$ cat config.mk
export PLATFORM = sky130hd
export DESIGN_NAME = seg7_scan_driver
export DESIGN_NICKNAME = d
export VERILOG_FILES = /design/src/rtl/seg7_scan_driver.sv
export SDC_FILE = /design/constraint.sdc
export NUM_CORES = 1
export LEC_CHECK = 0
export BUFFER_PORTS_ARGS = -buffer_cell sky130_fd_sc_hd__buf_4
export CORE_UTILIZATION = 50
export CTS_CLUSTER_DIAMETER = 120
export DETAILED_ROUTE_END_ITERATION = 10
export GPL_TIMING_DRIVEN = 0
export PLACE_DENSITY = 0.67
export SYNTH_ARGS = -nofsm -noshare
export SYNTH_HDL_FRONTEND = slang
export SYNTH_SLANG_ARGS = --single-unit
$ cat constraint.sdc
create_clock -name clk -period 5.5 [get_ports clk]
set_input_delay 0.55 -clock clk [delete_from_list [all_inputs] [get_ports clk]]
set_output_delay 0.55 -clock clk [all_outputs]
set_load 0.01 [all_outputs]
$ cat src/rtl/seg7_scan_driver.sv
// Time-multiplexed 4-digit common-anode 7-segment driver for the stopwatch.
// Scans BCD digits onto shared cathodes and blinks the adjusted digit pair.
module seg7_scan_driver #(
    parameter int unsigned REFRESH_DIV = 100000,
    parameter int unsigned BLINK_DIV   = 25000000
) (
    input  logic       clk,
    input  logic       rst,
    input  logic [3:0] led_0,
    input  logic [3:0] led_1,
    input  logic [3:0] led_2,
    input  logic [3:0] led_3,
    input  logic       adj,
    input  logic       sel,
    output logic [7:0] seg,
    output logic [3:0] an
);

    localparam int unsigned RW = $clog2(REFRESH_DIV);
    localparam int unsigned BW = $clog2(BLINK_DIV);
    localparam logic [RW-1:0] R_LAST = RW'(REFRESH_DIV - 1);
    localparam logic [BW-1:0] B_LAST = BW'(BLINK_DIV - 1);

    typedef enum logic [1:0] {
        POS_SEC_LO = 2'd0,
        POS_SEC_HI = 2'd1,
        POS_MIN_LO = 2'd2,
        POS_MIN_HI = 2'd3
    } pos_t;

    logic [RW-1:0] rcnt;
    pos_t          idx;
    logic [BW-1:0] bcnt;
    logic          blink;

    logic [3:0] digit;
    logic [6:0] glyph;
    logic       in_pair;
    logic       blank;
    logic [3:0] an_d;
    logic [7:0] seg_d;

    always_ff @(posedge clk) begin
        if (rst) begin
            rcnt <= '0;
            idx  <= POS_SEC_LO;
        end else if (rcnt == R_LAST) begin
            rcnt <= '0;
            idx  <= pos_t'(idx + 2'd1);
        end else begin
            rcnt <= rcnt + 1'b1;
        end
    end

    // Held at zero outside adjust so every adjust entry opens with a visible half-period.
    always_ff @(posedge clk) begin
        if (rst || !adj) begin
            bcnt  <= '0;
            blink <= 1'b0;
        end else if (bcnt == B_LAST) begin
            bcnt  <= '0;
            blink <= ~blink;
        end else begin
            bcnt <= bcnt + 1'b1;
        end
    end

    always_comb begin
        digit = led_0;
        case (idx)
            POS_SEC_LO: digit = led_0;
            POS_SEC_HI: digit = led_1;
            POS_MIN_LO: digit = led_2;
            POS_MIN_HI: digit = led_3;
            default:    digit = led_0;
        endcase
    end

    always_comb begin
        glyph = 7'b1111111;
        case (digit)
            4'd0: glyph = 7'b1000000;
            4'd1: glyph = 7'b1111001;
            4'd2: glyph = 7'b0100100;
            4'd3: glyph = 7'b0110000;
            4'd4: glyph = 7'b0011001;
            4'd5: glyph = 7'b0010010;
            4'd6: glyph = 7'b0000010;
            4'd7: glyph = 7'b1111000;
            4'd8: glyph = 7'b0000000;
            4'd9: glyph = 7'b0010000;
            default: glyph = 7'b1111111;
        endcase
    end

    // Anode stays enabled on a blanked position so scan timing is unchanged.
    always_comb begin
        in_pair = sel ? (idx == POS_SEC_LO || idx == POS_SEC_HI)
                      : (idx == POS_MIN_LO || idx == POS_MIN_HI);
        blank   = adj && blink && in_pair;
        an_d    = ~(4'b0001 << idx);
        seg_d   = blank ? 8'hFF : {(idx != POS_MIN_LO), glyph};
    end

    always_ff @(posedge clk) begin
        if (rst) begin
            an  <= '1;
            seg <= '1;
        end else begin
            an  <= an_d;
            seg <= seg_d;
        end
    end

endmodule

==> qor.csv, run 1 <==
stage,metric,value,unit
routing,Routed wire per std cell,12.9,um
cells_and_area,final net count,376,
cells_and_area,fraction of final layout cells with drive strength greater than 1,0.168,
place,Placement Cell Area,3020,um^2
floorplan,DIE AREA,5690,um^2
clocking,largest buffer count on any clock path,2,
setup_path,data required time at the worst endpoint,5.71,ns
flow_run,Max Cap Viol,0,
synth,post-synthesis share of cell area spent on xor and xnor gates,0.0682,
timing,setup repair after global routing missed its margin,no,
pwr,sequential share of power,0.483,
synth,combinational family with the most area after synthesis,simple AND/OR/NAND/NOR gates,
pwr,design internal power,0.689,mW
synth,most common library cells after synthesis,"dfxtp_1, nor2_1, a21oi_1",
floorplan,Cell Rows,26,
clocking,total of hold buffers inserted after clock tree synthesis,0,
floorplan,boundary pin count,32,
clocking,number of CTS-inserted buffers,9,
worst_hold_path,Hold/Removal Path Class,flip-flop to flip-flop,
synth,portion of synthesized cell area occupied by the leading cell type,0.423,
setup_path,Crit Path Class,flip-flop to flip-flop,
clocking,clock edge transition at the registers on the reported setup and hold paths,0.06,ns
global_routing,GRT Residual Overflow,0,
routing,Iteration-0 DRC Markers,73,
synth,total standard cell area after synthesis,2700,um^2
pwr,"Power, Total",0.875,mW
global_routing,largest net degree at the start of global routing,11,
synth,leading cell types by total area after synthesis,"dfxtp_1, xor2_1, ha_1",
floorplan,die span in y,75.4,um
synth,synthesized-area fraction occupied by and/or/nand/nor cells,0.263,
timing,fin crit period,2.46,ns
timing,minimum setup slack in the final design,3.04,ns
global_routing,vias in the first global route,1996,
synth,number of warnings issued by yosys,0,
pwr,Leakage,1.16,nW
routing,total DRC errors in the routed layout,0,
clocking,insertion delay of the later-clocked pin in the worst-skew pair,0.33,ns
global_routing,first-pass GRT wire length,8580,um
pwr,proportion of power drawn by the clock network,0.464,
clocking,TritonCTS Sinks,57,
synth,post-synthesis async set-or-reset flop share,0,
place,cell count after placement,406,
synth,Cell variety after synth,43,
synth,area share of fa/ha/maj cells after synthesis,0.0418,
synth,post-synth net total,334,
floorplan,floorplan core area,5140,um^2
cells_and_area,growth of design area from synthesis to finish,19.6,%
cells_and_area,final core utilization,0.627,
clocking,Root Driver,clkbuf_8,
cells_and_area,fin area,3220,um^2
floorplan,DIE WIDTH,75.4,um
routing,total wire length after detailed routing,5450,um
synth,fraction of the yosys area taken by sequential cells,0.423,
timing,total setup violations reported at the end of the flow,0,
timing,worst slew margin relative to its limit,0.515,
synth,count of state elements after synthesis,57,
routing,count of TritonRoute iterations in the first routing pass,5,
synth,multiplexer fraction of the synthesized cell area,0.0190,
clocking,number of resized instances in the post-cts repair step,0,
routing,antenna-violating nets left,0,
place,half-perimeter wire length after detailed placement,3860,um
cells_and_area,"non-filler cells, final",422,
timing,number of failing hold endpoints at the final stage,0,
place,worst slack after detailed placement,3.04,ns
setup_path,Worst Reg2Reg Path Length in Cells,7,
routing,routed vias,2301,
timing,top achievable clock speed,407,MHz
setup_path,endpoint class of the critical path,flip-flop,
synth,count of flip-flops with a built-in enable after synthesis,0,
timing,Sum Neg Setup Slack,0,ns
place,buffers added on ports,31,
worst_hold_path,depth of the worst hold-timing path,1,
global_routing,initial antenna violation count,0,
setup_path,worst-path fanout max,8,
pwr,Sw Pwr,0.186,mW
setup_path,launching element type of the critical path,flip-flop,
setup_path,arrival time at the worst endpoint,2.67,ns
clocking,maximum level of the CTS H-tree,3,
routing,drt via density,5.45,
synth,Post-Syn Instances,305,
pwr,part of the total power dissipated in combinational logic,0.053,
timing,transition time at the pin with the least slew margin,0.708,ns
synth,cell type with the highest aggregate area in the netlist,dfxtp_1,
pwr,highest ir drop seen on vdd,0.000188,V
synth,leading cell type by number of instances after synthesis,dfxtp_1,
status,outcome,"complete, no violations",
timing,Worst Skew,0.00545,ns
clocking,Post CTS Setup Buffer Count,0,
synth,prevailing post-synth register cell,dfxtp_1,
timing,count of final max-slew check failures,0,
clocking,CTS tree,yes,
cells_and_area,number of antenna repair diodes,0,
synth,post-synthesis compound-gate area fraction,0.143,
pwr,Net Sw Frac,0.212,
pwr,power density over cell area,271,nW/um^2
synth,Post-Syn Area per Cell,8.84,um^2
floorplan,Initial Util,0.524,
place,gpl congestion,0.792,
timing,Hold Worst Slack,0.437,ns
timing,fraction of the cycle the final worst path needs,0.447,
global_routing,global routing usage summed across all routing layers,0.203,
per-layer routing:
metal | global-route usage | up-vias | routed length, um
met5 | 0 | - | 0
met4 | 0.0926 | 0 | 72
met3 | 0.0701 | 7 | 167
met2 | 0.350 | 22 | 2760
met1 | 0.226 | 1083 | 2440
li1 | - | 1189 | -
kinds of logic (layout without fill, tap and decap cells):
logic type	count (synthesis)	count (layout)
and+or+nand+nor	125	125
AOI/OAI and AO/OA	61	61
DFF	57	57
buffers and inverters	27	74
xor gates and xnor gates	21	21
adders and majority gates	9	9
muxes	5	5
cell usage in the layout, fill, tap and decap left out, types with 2 or more instances in the layout:
| cell type | synthesis | final |
|---|---|---|
| dfxtp_1 | 57 | 57 |
| buf_4 | 0 | 31 |
| nor2_1 | 26 | 26 |
| a21oi_1 | 21 | 21 |
| o21ai_0 | 19 | 19 |
| nand2_1 | 18 | 18 |
| nand3_1 | 17 | 17 |
| inv_1 | 15 | 15 |
| or3_1 | 13 | 13 |
| xor2_1 | 13 | 13 |
| clkbuf_8 | 0 | 12 |
| clkbuf_1 | 8 | 10 |
| nand4_1 | 9 | 9 |
| ha_1 | 9 | 9 |
| o31ai_1 | 8 | 8 |
| or4_1 | 8 | 8 |
| xnor2_1 | 8 | 8 |
| and3_1 | 7 | 7 |
| a222oi_1 | 4 | 4 |
| mux2i_1 | 4 | 4 |
| nand2b_1 | 4 | 4 |
| nor3_1 | 4 | 4 |
| or4_4 | 3 | 3 |
| buf_2 | 3 | 3 |
| a21boi_0 | 2 | 2 |
| a211oi_1 | 2 | 2 |
| and2_1 | 2 | 2 |
| and4_1 | 2 | 2 |
| nor4bb_1 | 2 | 2 |
| nor2b_1 | 2 | 2 |
worst paths after layout:
| check | endpoint | start | slack (ns) |
|---|---|---|---|
| worst min register to register | rcnt[0] | rcnt[0] | 0.44 |
| worst max register to register | seg[0] | idx[0] | 3.04 |
| worst min-delay path | rcnt[0] | rcnt[0] | 0.44 |
| worst max-delay path | seg[0] | idx[0] | 3.04 |
cell type report:
class | instances | area, um^2
fill | 491 | 1920
multi-input combinational | 221 | 1440
sequential | 57 | 1140
timing repair buffer | 31 | 233
clock buffer | 14 | 173
tap | 70 | 87.6
buffer | 12 | 56.3
inverter | 15 | 56.3
clock inverter | 2 | 35.0
worst max-delay path: stages (launching register included):
cell      delay (ns)
dfxtp_1         0.39
inv_1           0.08
ha_1            0.19
clkbuf_1        0.21
or3b_2          0.48
a41oi_1         0.54
a21boi_0        0.31
nand3_1         0.12
power groups by stage:
stage / Sequential [mW] / Clock [mW] / Combinational [mW]
2_1_floorplan: 0.433 / 0 / 0.0225
3_3_place_gp: 0.432 / 0 / 0.0462
3_5_place_dp: 0.432 / 0 / 0.0467
4_1_cts: 0.423 / 0.422 / 0.0471
5_1_grt: 0.423 / 0.436 / 0.0517
6_report: 0.423 / 0.406 / 0.0465
sequential cells by signal (all words and copies together), names as in the netlist:
register	count
rcnt	17
bcnt	25
an	4
blink	1
seg	8
idx	2
Note: power is estimated with default switching activity, not from simulation.
==> run 2: changes to the inputs <==
==> constraint.sdc (replaced) <==
create_clock -name clk -period 2.4 [get_ports clk]
set_input_delay 0.24 -clock clk [delete_from_list [all_inputs] [get_ports clk]]
set_output_delay 0.24 -clock clk [all_outputs]
set_load 0.01 [all_outputs]
==> run 2 against run 1 <==
  * Critical path depth down 1
  * Sequential share of layout area down 0.81 points
  * Routed wire length up 3.7%
  * Clock power up 130%
  * Critical path type unchanged
  * Highest routed layer unchanged
==> qor.csv, run 2 (synthesis gave the netlist of run 1 again) <==
stage,metric,value,unit
status,outcome,"complete, no violations",
routing,Iteration-0 DRC Markers,66,
routing,antenna-violating nets left,0,
global_routing,vias in the first global route,1999,
floorplan,DIE WIDTH,75.4,um
clocking,CTS tree,yes,
pwr,highest ir drop seen on vdd,0.000437,V
cells_and_area,registers with the highest flip-flop counts,"bcnt (25), rcnt (17), seg (8)",
setup_path,Levels on crit path,6,
place,cell count after placement,406,
global_routing,GRT Residual Overflow,0,
pwr,power density over cell area,611,nW/um^2
floorplan,floorplan core area,5140,um^2
setup_path,Crit Path Class,flip-flop to flip-flop,
setup_path,worst-path fanout max,8,
pwr,Net Sw Frac,0.213,
timing,transition time at the pin with the least slew margin,0.471,ns
clocking,maximum level of the CTS H-tree,3,
global_routing,largest net degree at the start of global routing,11,
timing,worst slew margin relative to its limit,0.686,
cells_and_area,"most common cell after layout, fill and taps aside",dfxtp_1,
setup_path,FF-to-FF setup slack,0.17,ns
clocking,insertion delay of the later-clocked pin in the worst-skew pair,0.33,ns
setup_path,endpoint class of the critical path,flip-flop,
timing,minimum setup slack in the final design,0.173,ns
floorplan,die span in y,75.4,um
timing,setup repair after global routing missed its margin,no,
cells_and_area,growth of design area from synthesis to finish,22.4,%
cells_and_area,most used cells in the layout excluding fill and tap cells,"dfxtp_1, buf_4, nor2_1, a21oi_1, o21ai_0",
cells_and_area,max FFs per register,25,
timing,fraction of the cycle the final worst path needs,0.928,
setup_path,CP Cell Sequence,inv_1 -> ha_1 -> or3b_2 -> a41oi_4 -> a21boi_0 -> nand3_1,
routing,routed vias,2330,
clocking,number of CTS-inserted buffers,9,
place,half-perimeter wire length after detailed placement,3860,um
worst_hold_path,depth of the worst hold-timing path,3,
worst_hold_path,end point of the worst hold path,blink,
timing,count of final max-slew check failures,0,
place,gpl congestion,0.792,
pwr,Leakage,1.18,nW
global_routing,initial antenna violation count,0,
routing,total wire length after detailed routing,5650,um
clocking,largest buffer count on any clock path,2,
clocking,TritonCTS Sinks,57,
cells_and_area,number of antenna repair diodes,0,
timing,fin crit period,2.23,ns
setup_path,critical register-to-register path startpoint,idx[0],
pwr,sequential share of power,0.480,
timing,total setup violations reported at the end of the flow,0,
routing,total DRC errors in the routed layout,0,
place,worst slack after detailed placement,-0.0643,ns
routing,Routed wire per std cell,13.3,um
global_routing,first-pass GRT wire length,8600,um
cells_and_area,final net count,380,
floorplan,Cell Rows,26,
clocking,total of hold buffers inserted after clock tree synthesis,0,
clocking,clock edge transition at the registers on the reported setup and hold paths,0.06,ns
timing,number of failing hold endpoints at the final stage,0,
setup_path,worst-path cell with the longest stage delay,or3b_2,
worst_hold_path,Hold/Removal Path Class,primary input to flip-flop,
floorplan,Initial Util,0.524,
place,buffers added on ports,31,
setup_path,delay of the slowest critical-path stage,0.53,ns
clocking,Root Driver,clkbuf_8,
setup_path,data required time at the worst endpoint,2.61,ns
setup_path,arrival time at the worst endpoint,2.43,ns
pwr,design internal power,1.59,mW
floorplan,DIE AREA,5690,um^2
cells_and_area,"non-filler cells, final",426,
worst_hold_path,Worst Hold Launch,rst,
floorplan,boundary pin count,32,
cells_and_area,fraction of final layout cells with drive strength greater than 1,0.194,
pwr,proportion of power drawn by the clock network,0.461,
setup_path,launching element type of the critical path,flip-flop,
flow_run,Max Cap Viol,0,
routing,count of TritonRoute iterations in the first routing pass,5,
setup_path,kind of cell adding the most delay to the critical path,simple AND/OR/NAND/NOR gates,
timing,top achievable clock speed,449,MHz
timing,Worst Skew,0.00572,ns
global_routing,global routing usage summed across all routing layers,0.203,
setup_path,reg-to-reg critical path endpoint,seg[0],
pwr,part of the total power dissipated in combinational logic,0.059,
pwr,Sw Pwr,0.430,mW
routing,drt via density,5.47,
cells_and_area,register containing the most flip-flops in the final layout,bcnt,
setup_path,Worst Reg2Reg Path Length in Cells,6,
setup_path,count of buffering cells on the critical path with inverters included,1,
-- run 2: cell type report --
type                            count  area (um^2)
Buffer                             11         52.6
Multi-Input combinational cell    221         1480
Clock buffer                       14          173
Clock inverter                      2         35.0
Timing Repair Buffer               36          270
Sequential cell                    57         1140
Inverter                           15         56.3
Tap cell                           70         87.6
Fill cell                         480         1840
-- run 2: worst max path at each step --
stage / slack, ns / to / from
after floorplan: 0.30 / seg[0] / idx[0]
after detailed placement: -0.06 / seg[0] / idx[0]
after global routing: 0.04 / seg[3] / idx[0]
final: 0.17 / seg[0] / idx[0]
after global placement: -0.02 / seg[3] / idx[0]
after CTS: 0.06 / seg[0] / idx[0]
-- run 2: stage by stage --
stage               cell area (um^2)  setup TNS, ns  hold WS (ns)   util  total power [mW]
finish                          3300              0         0.257  0.642              2.02
global route                    3300              0         0.243  0.642              2.10
CTS                             3230              0         0.228  0.629              2.04
detailed placement              3020         -0.128         0.430  0.587              1.10
global placement                3020        -0.0376         0.428  0.587              1.10
floorplan                       2700              0         0.413      -              1.04
-- run 2: worst register-to-register path: cells and delay by family, from the launching register on --
kind | cells | cell delay, ns
flip-flops | 1 | 0.40
buffers and inverters | 1 | 0.09
AO/OA/AOI/OAI | 2 | 0.62
AND/OR/NAND/NOR | 2 | 0.65
adder cells (fa/ha/maj) | 1 | 0.35
-- run 2: per-layer routing --
| metal | global-route usage | vias up | part of all wire |
|---|---|---|---|
| met5 | 0 | - | 0 |
| li1 | - | 1196 | - |
| met1 | 0.227 | 1103 | 0.45 |
| met2 | 0.350 | 24 | 0.51 |
| met4 | 0.0926 | 0 | 0.013 |
| met3 | 0.0701 | 7 | 0.029 |
-- run 2: repair_timing --
| item | in CTS | in global routing |
|---|---|---|
| gates resized for setup | 1 | 6 |
| buffers inserted | 0 | 5 |
| pin swaps | 0 | 2 |
| cloned | 0 | 0 |
| endpoints found under the setup margin | 2 | 12 |
-- run 2: power by group through the flow --
stage	Combinational (mW)	Sequential [mW]	Clock [mW]
after floorplan	0.0516	0.993	0
after global placement	0.106	0.990	0
after detailed placement	0.107	0.989	0
after CTS	0.109	0.968	0.967
after global routing	0.130	0.970	0.999
final	0.119	0.969	0.929
